<file path="src/rtl/decoder_scan_nx_if.sv">
// Control/status bundle for decoder_scan_nx; master drives select/scan controls, slave returns the decode.
// Parameters must match the decoder instance they connect to.
interface decoder_scan_nx_if #(
  parameter int SEL_W   = 3,
  parameter int OUT_N   = 8,
  parameter int DWELL_W = 8
);
  logic               en;
  logic               mode;
  logic               load;
  logic [SEL_W-1:0]   sel;
  logic [DWELL_W-1:0] dwell;
  logic [OUT_N-1:0]   d;
  logic [SEL_W-1:0]   idx;
  logic               wrap;
  logic               err;

  modport master (
    output en, mode, load, sel, dwell,
    input  d, idx, wrap, err
  );

  modport slave (
    input  en, mode, load, sel, dwell,
    output d, idx, wrap, err
  );
endinterface

</file>
<file path="src/rtl/decoder_scan_nx.sv">
// Registered one-hot decoder with direct load and auto-scan; load-to-d latency 1 cycle, no backpressure.
// Define DECODER_SCAN_BLANK_EN to blank d for one cycle on every scan advance.
module decoder_scan_nx #(
  parameter int SEL_W   = 3,
  parameter int OUT_N   = 8,
  parameter int DWELL_W = 8
) (
  input logic              clk,
  input logic              rst,
  decoder_scan_nx_if.slave bus
);

`ifdef DECODER_SCAN_BLANK_EN
  localparam bit BLANK = 1'b1;
`else
  localparam bit BLANK = 1'b0;
`endif

  localparam logic [SEL_W-1:0] LAST = SEL_W'(OUT_N - 1);

  logic [SEL_W-1:0]   idx_q, idx_n;
  logic [DWELL_W-1:0] cnt_q, cnt_n;
  logic               mode_q, mode_n;
  logic [OUT_N-1:0]   d_q, d_n;
  logic               wrap_q, wrap_n;
  logic               err_q, err_n;
  logic               load_ok;
  logic               advance;

  function automatic logic [OUT_N-1:0] onehot(input logic [SEL_W-1:0] i);
    logic [OUT_N-1:0] v;
    v = '0;
    for (int k = 0; k < OUT_N; k++) begin
      if (i == SEL_W'(k)) v[k] = 1'b1;
    end
    return v;
  endfunction

  always_comb begin
    load_ok = bus.load && (32'(bus.sel) < 32'(OUT_N));
    advance = 1'b0;
    idx_n   = idx_q;
    cnt_n   = cnt_q;
    mode_n  = mode_q;
    wrap_n  = 1'b0;
    err_n   = bus.load && !load_ok;

    if (bus.en) mode_n = bus.mode;

    // Any load, valid or not, suppresses the scan step for this cycle.
    if (load_ok) begin
      idx_n = bus.sel;
      cnt_n = '0;
    end else if (!bus.load && bus.en) begin
      if ((bus.mode != mode_q) || !mode_q) begin
        cnt_n = '0;
      end else if (cnt_q == bus.dwell) begin
        cnt_n   = '0;
        advance = 1'b1;
        if (idx_q == LAST) begin
          idx_n  = '0;
          wrap_n = 1'b1;
        end else begin
          idx_n = idx_q + SEL_W'(1);
        end
      end else begin
        // Free-running wrap at 2**DWELL_W-1 is how a lowered dwell eventually takes effect.
        cnt_n = cnt_q + DWELL_W'(1);
      end
    end

    d_n = (bus.en && !(BLANK && advance)) ? onehot(idx_n) : '0;
  end

  always_ff @(posedge clk) begin
    if (rst) begin
      idx_q  <= '0;
      cnt_q  <= '0;
      mode_q <= 1'b0;
      d_q    <= '0;
      wrap_q <= 1'b0;
      err_q  <= 1'b0;
    end else begin
      idx_q  <= idx_n;
      cnt_q  <= cnt_n;
      mode_q <= mode_n;
      d_q    <= d_n;
      wrap_q <= wrap_n;
      err_q  <= err_n;
    end
  end

  assign bus.d    = d_q;
  assign bus.idx  = idx_q;
  assign bus.wrap = wrap_q;
  assign bus.err  = err_q;

  a_onehot0: assert property (@(posedge clk) disable iff (rst) $onehot0(bus.d));
  a_idx_rng: assert property (@(posedge clk) disable iff (rst) 32'(bus.idx) < 32'(OUT_N));

endmodule
</file>
<file path="src/flat_wrapper.sv">
// flat-port wrapper written by rule: the top's interface ports become plain ports
module decoder_scan_nx_flat 
#(
  parameter int SEL_W   = 3,
  parameter int OUT_N   = 8,
  parameter int DWELL_W = 8
)
  (clk, rst, bus_en, bus_mode, bus_load, bus_sel, bus_dwell, bus_d, bus_idx, bus_wrap, bus_err);
  decoder_scan_nx_if #(.SEL_W(SEL_W), .OUT_N(OUT_N), .DWELL_W(DWELL_W)) bus_i ();
  input logic clk;
  input logic rst;
  input wire logic [$bits(bus_i.en)-1:0] bus_en;
  input wire logic [$bits(bus_i.mode)-1:0] bus_mode;
  input wire logic [$bits(bus_i.load)-1:0] bus_load;
  input wire logic [$bits(bus_i.sel)-1:0] bus_sel;
  input wire logic [$bits(bus_i.dwell)-1:0] bus_dwell;
  output wire logic [$bits(bus_i.d)-1:0] bus_d;
  output wire logic [$bits(bus_i.idx)-1:0] bus_idx;
  output wire logic [$bits(bus_i.wrap)-1:0] bus_wrap;
  output wire logic [$bits(bus_i.err)-1:0] bus_err;
  assign bus_i.en = bus_en;
  assign bus_i.mode = bus_mode;
  assign bus_i.load = bus_load;
  assign bus_i.sel = bus_sel;
  assign bus_i.dwell = bus_dwell;
  assign bus_d = bus_i.d;
  assign bus_idx = bus_i.idx;
  assign bus_wrap = bus_i.wrap;
  assign bus_err = bus_i.err;
  decoder_scan_nx #(.SEL_W(SEL_W), .OUT_N(OUT_N), .DWELL_W(DWELL_W)) u_core (.clk(clk), .rst(rst), .bus(bus_i));
endmodule
</file>
<file path="config.mk">
export PLATFORM = sky130hd
export DESIGN_NAME = decoder_scan_nx_flat
export DESIGN_NICKNAME = d
export VERILOG_FILES = /design/src/rtl/decoder_scan_nx_if.sv /design/src/rtl/decoder_scan_nx.sv /design/src/flat_wrapper.sv
export SDC_FILE = /design/constraint.sdc
export NUM_CORES = 1
export LEC_CHECK = 0
export BUFFER_PORTS_ARGS = -buffer_cell sky130_fd_sc_hd__buf_2
export CAP_MARGIN = 0
export CORE_ASPECT_RATIO = 0.8
export CORE_MARGIN = 1
export CORE_UTILIZATION = 50
export DETAILED_ROUTE_END_ITERATION = 16
export PLACE_DENSITY_LB_ADDON = 0.3
export SLEW_MARGIN = 20
export SYNTH_ARGS = -nofsm -noshare
export SYNTH_HDL_FRONTEND = slang
export SYNTH_SLANG_ARGS = --single-unit
export TNS_END_PERCENT = 10
</file>
<file path="constraint.sdc">
create_clock -name clk -period 2.35 [get_ports clk]
set_input_delay 0.47 -clock clk [delete_from_list [all_inputs] [get_ports clk]]
set_output_delay 0.47 -clock clk [all_outputs]
set_load 0.05 [all_outputs]
</file>
# == Yosys cells after proc, flatten, opt, wreduce, memory -nomap -nowiden ==
# Index checks and enable logic that the tools add are counted.
# W data, S select, Z words.
# word_totals
ff_bits,21
output_inout_bits,13
elab_cells,44
# classes
n_addsub,2
n_eq_ne,10
n_mux,16
bitwise_logic,3
reduce_logical,8
# op_table
operator,count
$mux W8,2
$eq A3 B3 Y1 const B,5
$mux W3,5
$mux W1,9
$add A8 B1 Y8 const B,1
$eq A8 B8 Y1,1
$eq A3 B2 Y1 const B,2
$reduce_or A5 Y1,1
$reduce_or A2 Y1,2
$add A3 B1 Y3 const B,1
$eq A3 B1 Y1 const B,1
$logic_not A3 Y1,1
$not A1 Y1,3
$logic_not A1 Y1,2
$logic_and A1 B1 Y1,1
$logic_or A1 B1 Y1,1
$ne A1 B1 Y1,1

# == Depth between registers and ports, before layout ==
# logic_depth
ltp_word,8
depth_mapped,6
mapped_depth_nobuf,6

# == Least setup slack after synthesis ==
# Ideal clock, no wire load.
# synth_path
path_kind,reg-to-reg
from,register u_core.idx_q[0] (netlist: u_core.bus.idx[0])
to,register u_core.d_q[0] (netlist: u_core.bus.d[0])
setup_ns,0.061
t_arrival_ns,2.123
t_required_ns,2.289
slack_ns,0.166
path_stages_with_launch,7
path_buffers,0
synth_period_minus_slack_ns,2.184
path_cell_list,dfxtp_1 > ha_1 > ha_1 > nor2b_1 > a41o_2 > or4_4 > and3b_1
# synth_via
elab_chain_len,8
elab_cells_between_ends,9
classes_between,add/sub: 1; eq/ne: 1; mux: 6; reduce/logical: 1
# synth_lines
element,line_no,source
start: declaration,decoder_scan_nx.sv:21,"logic [SEL_W-1:0] idx_q, idx_n;"
start signal: assignment,decoder_scan_nx.sv:84,idx_q <= idx_n;
$add A3 B1 Y3 / $eq A3 B3 Y1 (equally long branches),"decoder_scan_nx.sv:64, decoder_scan_nx.sv:60",
$mux W3,decoder_scan_nx.sv:60,if (idx_q == LAST) begin
$mux W3,decoder_scan_nx.sv:57,end else if (cnt_q == bus.dwell) begin
$mux W3,decoder_scan_nx.sv:55,if ((bus.mode != mode_q) || !mode_q) begin
$mux W3 (*),decoder_scan_nx.sv:54,end else if (!bus.load && bus.en) begin
$mux W3 (*),decoder_scan_nx.sv:51,if (load_ok) begin
$logic_not A3 Y1 (*),decoder_scan_nx.sv:34,if (i == SEL_W'(k)) v[k] = 1'b1;
$mux W1 (*),decoder_scan_nx.sv:34,
end signal: assignment,decoder_scan_nx.sv:87,d_q <= d_n;
end: declaration,decoder_scan_nx.sv:24,"logic [OUT_N-1:0] d_q, d_n;"
# Mark *: on every way between the ends. The rest lies on a longest branch, timed or not.
# A chain may end at the register's enable or synchronous reset.

# == Worst setup path in the final report ==
# layout_path
from,register u_core.cnt_q[4]
to,register u_core.d_q[0] (netlist: u_core.bus.d[0])
# layout_via
elab_chain_len,7
# layout_lines
element,line_no,source
start: declaration,decoder_scan_nx.sv:22,"logic [DWELL_W-1:0] cnt_q, cnt_n;"
start signal: assignment,decoder_scan_nx.sv:85,cnt_q <= cnt_n;
$eq A8 B8 Y1,decoder_scan_nx.sv:57,
$mux W3,decoder_scan_nx.sv:57,
$mux W3,decoder_scan_nx.sv:55,
$mux W3,decoder_scan_nx.sv:54,
$mux W3,decoder_scan_nx.sv:51,
$logic_not A3 Y1,decoder_scan_nx.sv:34,
$mux W1,decoder_scan_nx.sv:34,
# Every way passes these cells.

==> impl_metrics.ini <==
[clocking]
numCtsBuffers = 3
post_cts_buffers = 0
ctsHoldBuffers = 0
htreeDepth = 1
clk_latency_ns = 0.30
cts_resized = 0
clk_pin_slew_ns = 0.11
cts-root-buf = clkbuf_4
tritoncts = built
ctsLongestPathBuffers = 2
clock_sinks = 21

[timing]
tns_ns = 0
setup_viol = 0
period_minus_slack_ns = 2.04
worst_slack_ns = 0.312
skew_ns = 0.00856
max_freq_mhz = 491
maxSlewHeadroom_pct = 63.2
hold_viol = 0
worstMarginPinSlew_ns = 0.550
finalCritPeriodShare_pct = 86.7
rsz0062_at_grt = false
slew_violations = 0

[placement]
port_buffers = 27
dp_cells = 159
pre_cts_ws_ns = 0.106
dpl.hpwl_mm = 1.52
place.gp.congestion = 0.892

[die]
pin_count = 29
initial_core_util_pct = 53.5
die_h_um = 42.0
placementRows = 14
coreArea_um2 = 1870
chipWidth_um = 52.1
dieArea_um2 = 2190

[setup_path]
path_buf_inv = 0
end_kind = register
path_cells = xor2_1 > nor4_4 > a311oi_1 > or4_4 > and3b_1
regToRegSetupSlack_ns = 0.31
timing.rr.start = u_core.cnt_q[4]
cp.required_ns = 2.59
rr_worst_depth = 5
crit_arrival_ns = 2.28
start_kind = register
r2r-end = u_core.bus.d[0]
crit_family = simple AND/OR/NAND/NOR gates
cpPeakStageDelay_ns = 0.53
crit_path_top_delay_cell = or4_4
critPathKind = register to register
critPathMaxFanout = 8

[logic_synthesis]
synth_edf_count = 0
ys_seq_area_share_pct = 41.9
synthArstFlopShare_pct = 0
yosysUniqueCellTypes = 29
yosys_register_bits = 21
netlist_top_cells_area = dfxtp_1 (42%), xor2_1 (12%), nor2_1 (6.0%)
synth_top_cell_by_area = dfxtp_1
synthCells = 107
yosys_warnings = 0
syn-num-nets = 126
synth_top_area_share_pct = 41.9
netlist_area_um2 = 1000
synth_ff_type = dfxtp_1
synth.avg_cell_area_um2 = 9.37

[route]
wl_per_cell_um = 12.0
first_iter_violations = 14
dr.pass1.iters = 4
detail-route-antenna-nets = 0
drt-total-wl_mm = 1.95
routed-via-count = 866
vias_per_cell = 5.31
drc_errors = 0

[job]
max-cap-violations = 0

[finish]
final_cell_mix = buf_2 (27), dfxtp_1 (21), nor2_1 (16), xor2_1 (14), inv_1 (7)
syn_to_final_growth_pct = 20.6
fin_cells = 163
drive_above_1_share_pct = 29.5
final_net_count = 159
n_antenna_cell = 0
finish.utilization_pct = 64.5
final_common_cell = buf_2

[min_path]
min-delay-start = bus_mode
hold_depth = 3
hold_class = input pin to register
min_to = u_core.mode_q

[status]
status = completed

[global_routing]
antenna_found_initial = 0
grt_max_degree = 12
grt_pass1_wl_mm = 3.30
grt_remaining_overflow = 0
grt_pass1_vias = 749
track_usage_pct = 20.8

[power]
power_density_nw_per_um2 = 532
leakage_uw = 0.000564
ir_worst_vdd_mv = 0.476
## Yosys cell counts (2+ instances only)
cell type  number
dfxtp_1        21
nor2_1         16
xor2_1         14
inv_1           7
nand3_1         4
nor3_1          4
nor3b_1         4
a31oi_1         3
a41o_2          3
ha_1            3
nand2_1         3
and3b_1         2
clkbuf_1        2
nand4_1         2
nor2b_1         2
nor4_4          2
o21ai_1         2
o22ai_1         2
## tightest hold or removal path: stages
cell	delay (ns)
buf_2	0.09
mux2i_1	0.06
nor2_1	0.08
## report_power, final
group	internal (uW)	switching, uW	total, uW	leakage (uW)
registers	363	4.15	367	0.000170
clock network	66.1	100	167	0.0000150
logic	39.3	69.8	109	0.000379
## worst max path at each step
stage                            startpoint              end  depth (start not counted)
after floorplan           u_core.bus.idx[0]  u_core.bus.d[0]                          6
after global placement         bus_dwell[7]  u_core.bus.d[0]                          6
after detailed placement       bus_dwell[7]  u_core.bus.d[0]                          6
after CTS                   u_core.cnt_q[4]  u_core.bus.d[0]                          5
after global routing        u_core.cnt_q[4]  u_core.bus.d[1]                          5
final                       u_core.cnt_q[4]  u_core.bus.d[0]                          5
## kinds of logic after synthesis
family	share of synthesized area, %
AOI/OAI and AO/OA	9.74
xor gates and xnor gates	12.2
adders and majority gates	3.75
buffers and inverters	4.12
DFF	41.9
muxes	0.999
other	0.374
and+or+nand+nor	26.8
## layout make-up
class	count	area (um2)
clock buffers	4	26.3
inverters	7	26.3
fillers	155	666
well taps	24	30.0
flip-flops and latches	21	420
multi-input cells	76	541
repair buffers	31	165
## per-layer routing
layer | track usage [%] | up-vias | routed length [um]
li1 | - | 437 | -
met1 | 30.1 | 398 | 975
met2 | 28.7 | 27 | 837
met3 | 6.52 | 4 | 115
met4 | 7.03 | 0 | 25
met5 | 0 | - | 0
## state kept, by name, summed over array words and instances (netlist names)
| signal | count |
|---|---|
| u_core.bus.d | 8 |
| u_core.bus.idx | 3 |
| u_core.bus.wrap | 1 |
| u_core.cnt_q | 8 |
| u_core.mode_q | 1 |
## metrics by stage
stage                     hold WS (ns)  instance area [um2]  power (uW)
after floorplan                  0.460                 1000         448
after global placement           0.474                 1180         481
after detailed placement         0.514                 1180         484
after CTS                        0.433                 1210         649
after global routing             0.433                 1210         676
final                            0.429                 1210         643
(Power assumes the default switching activity.)
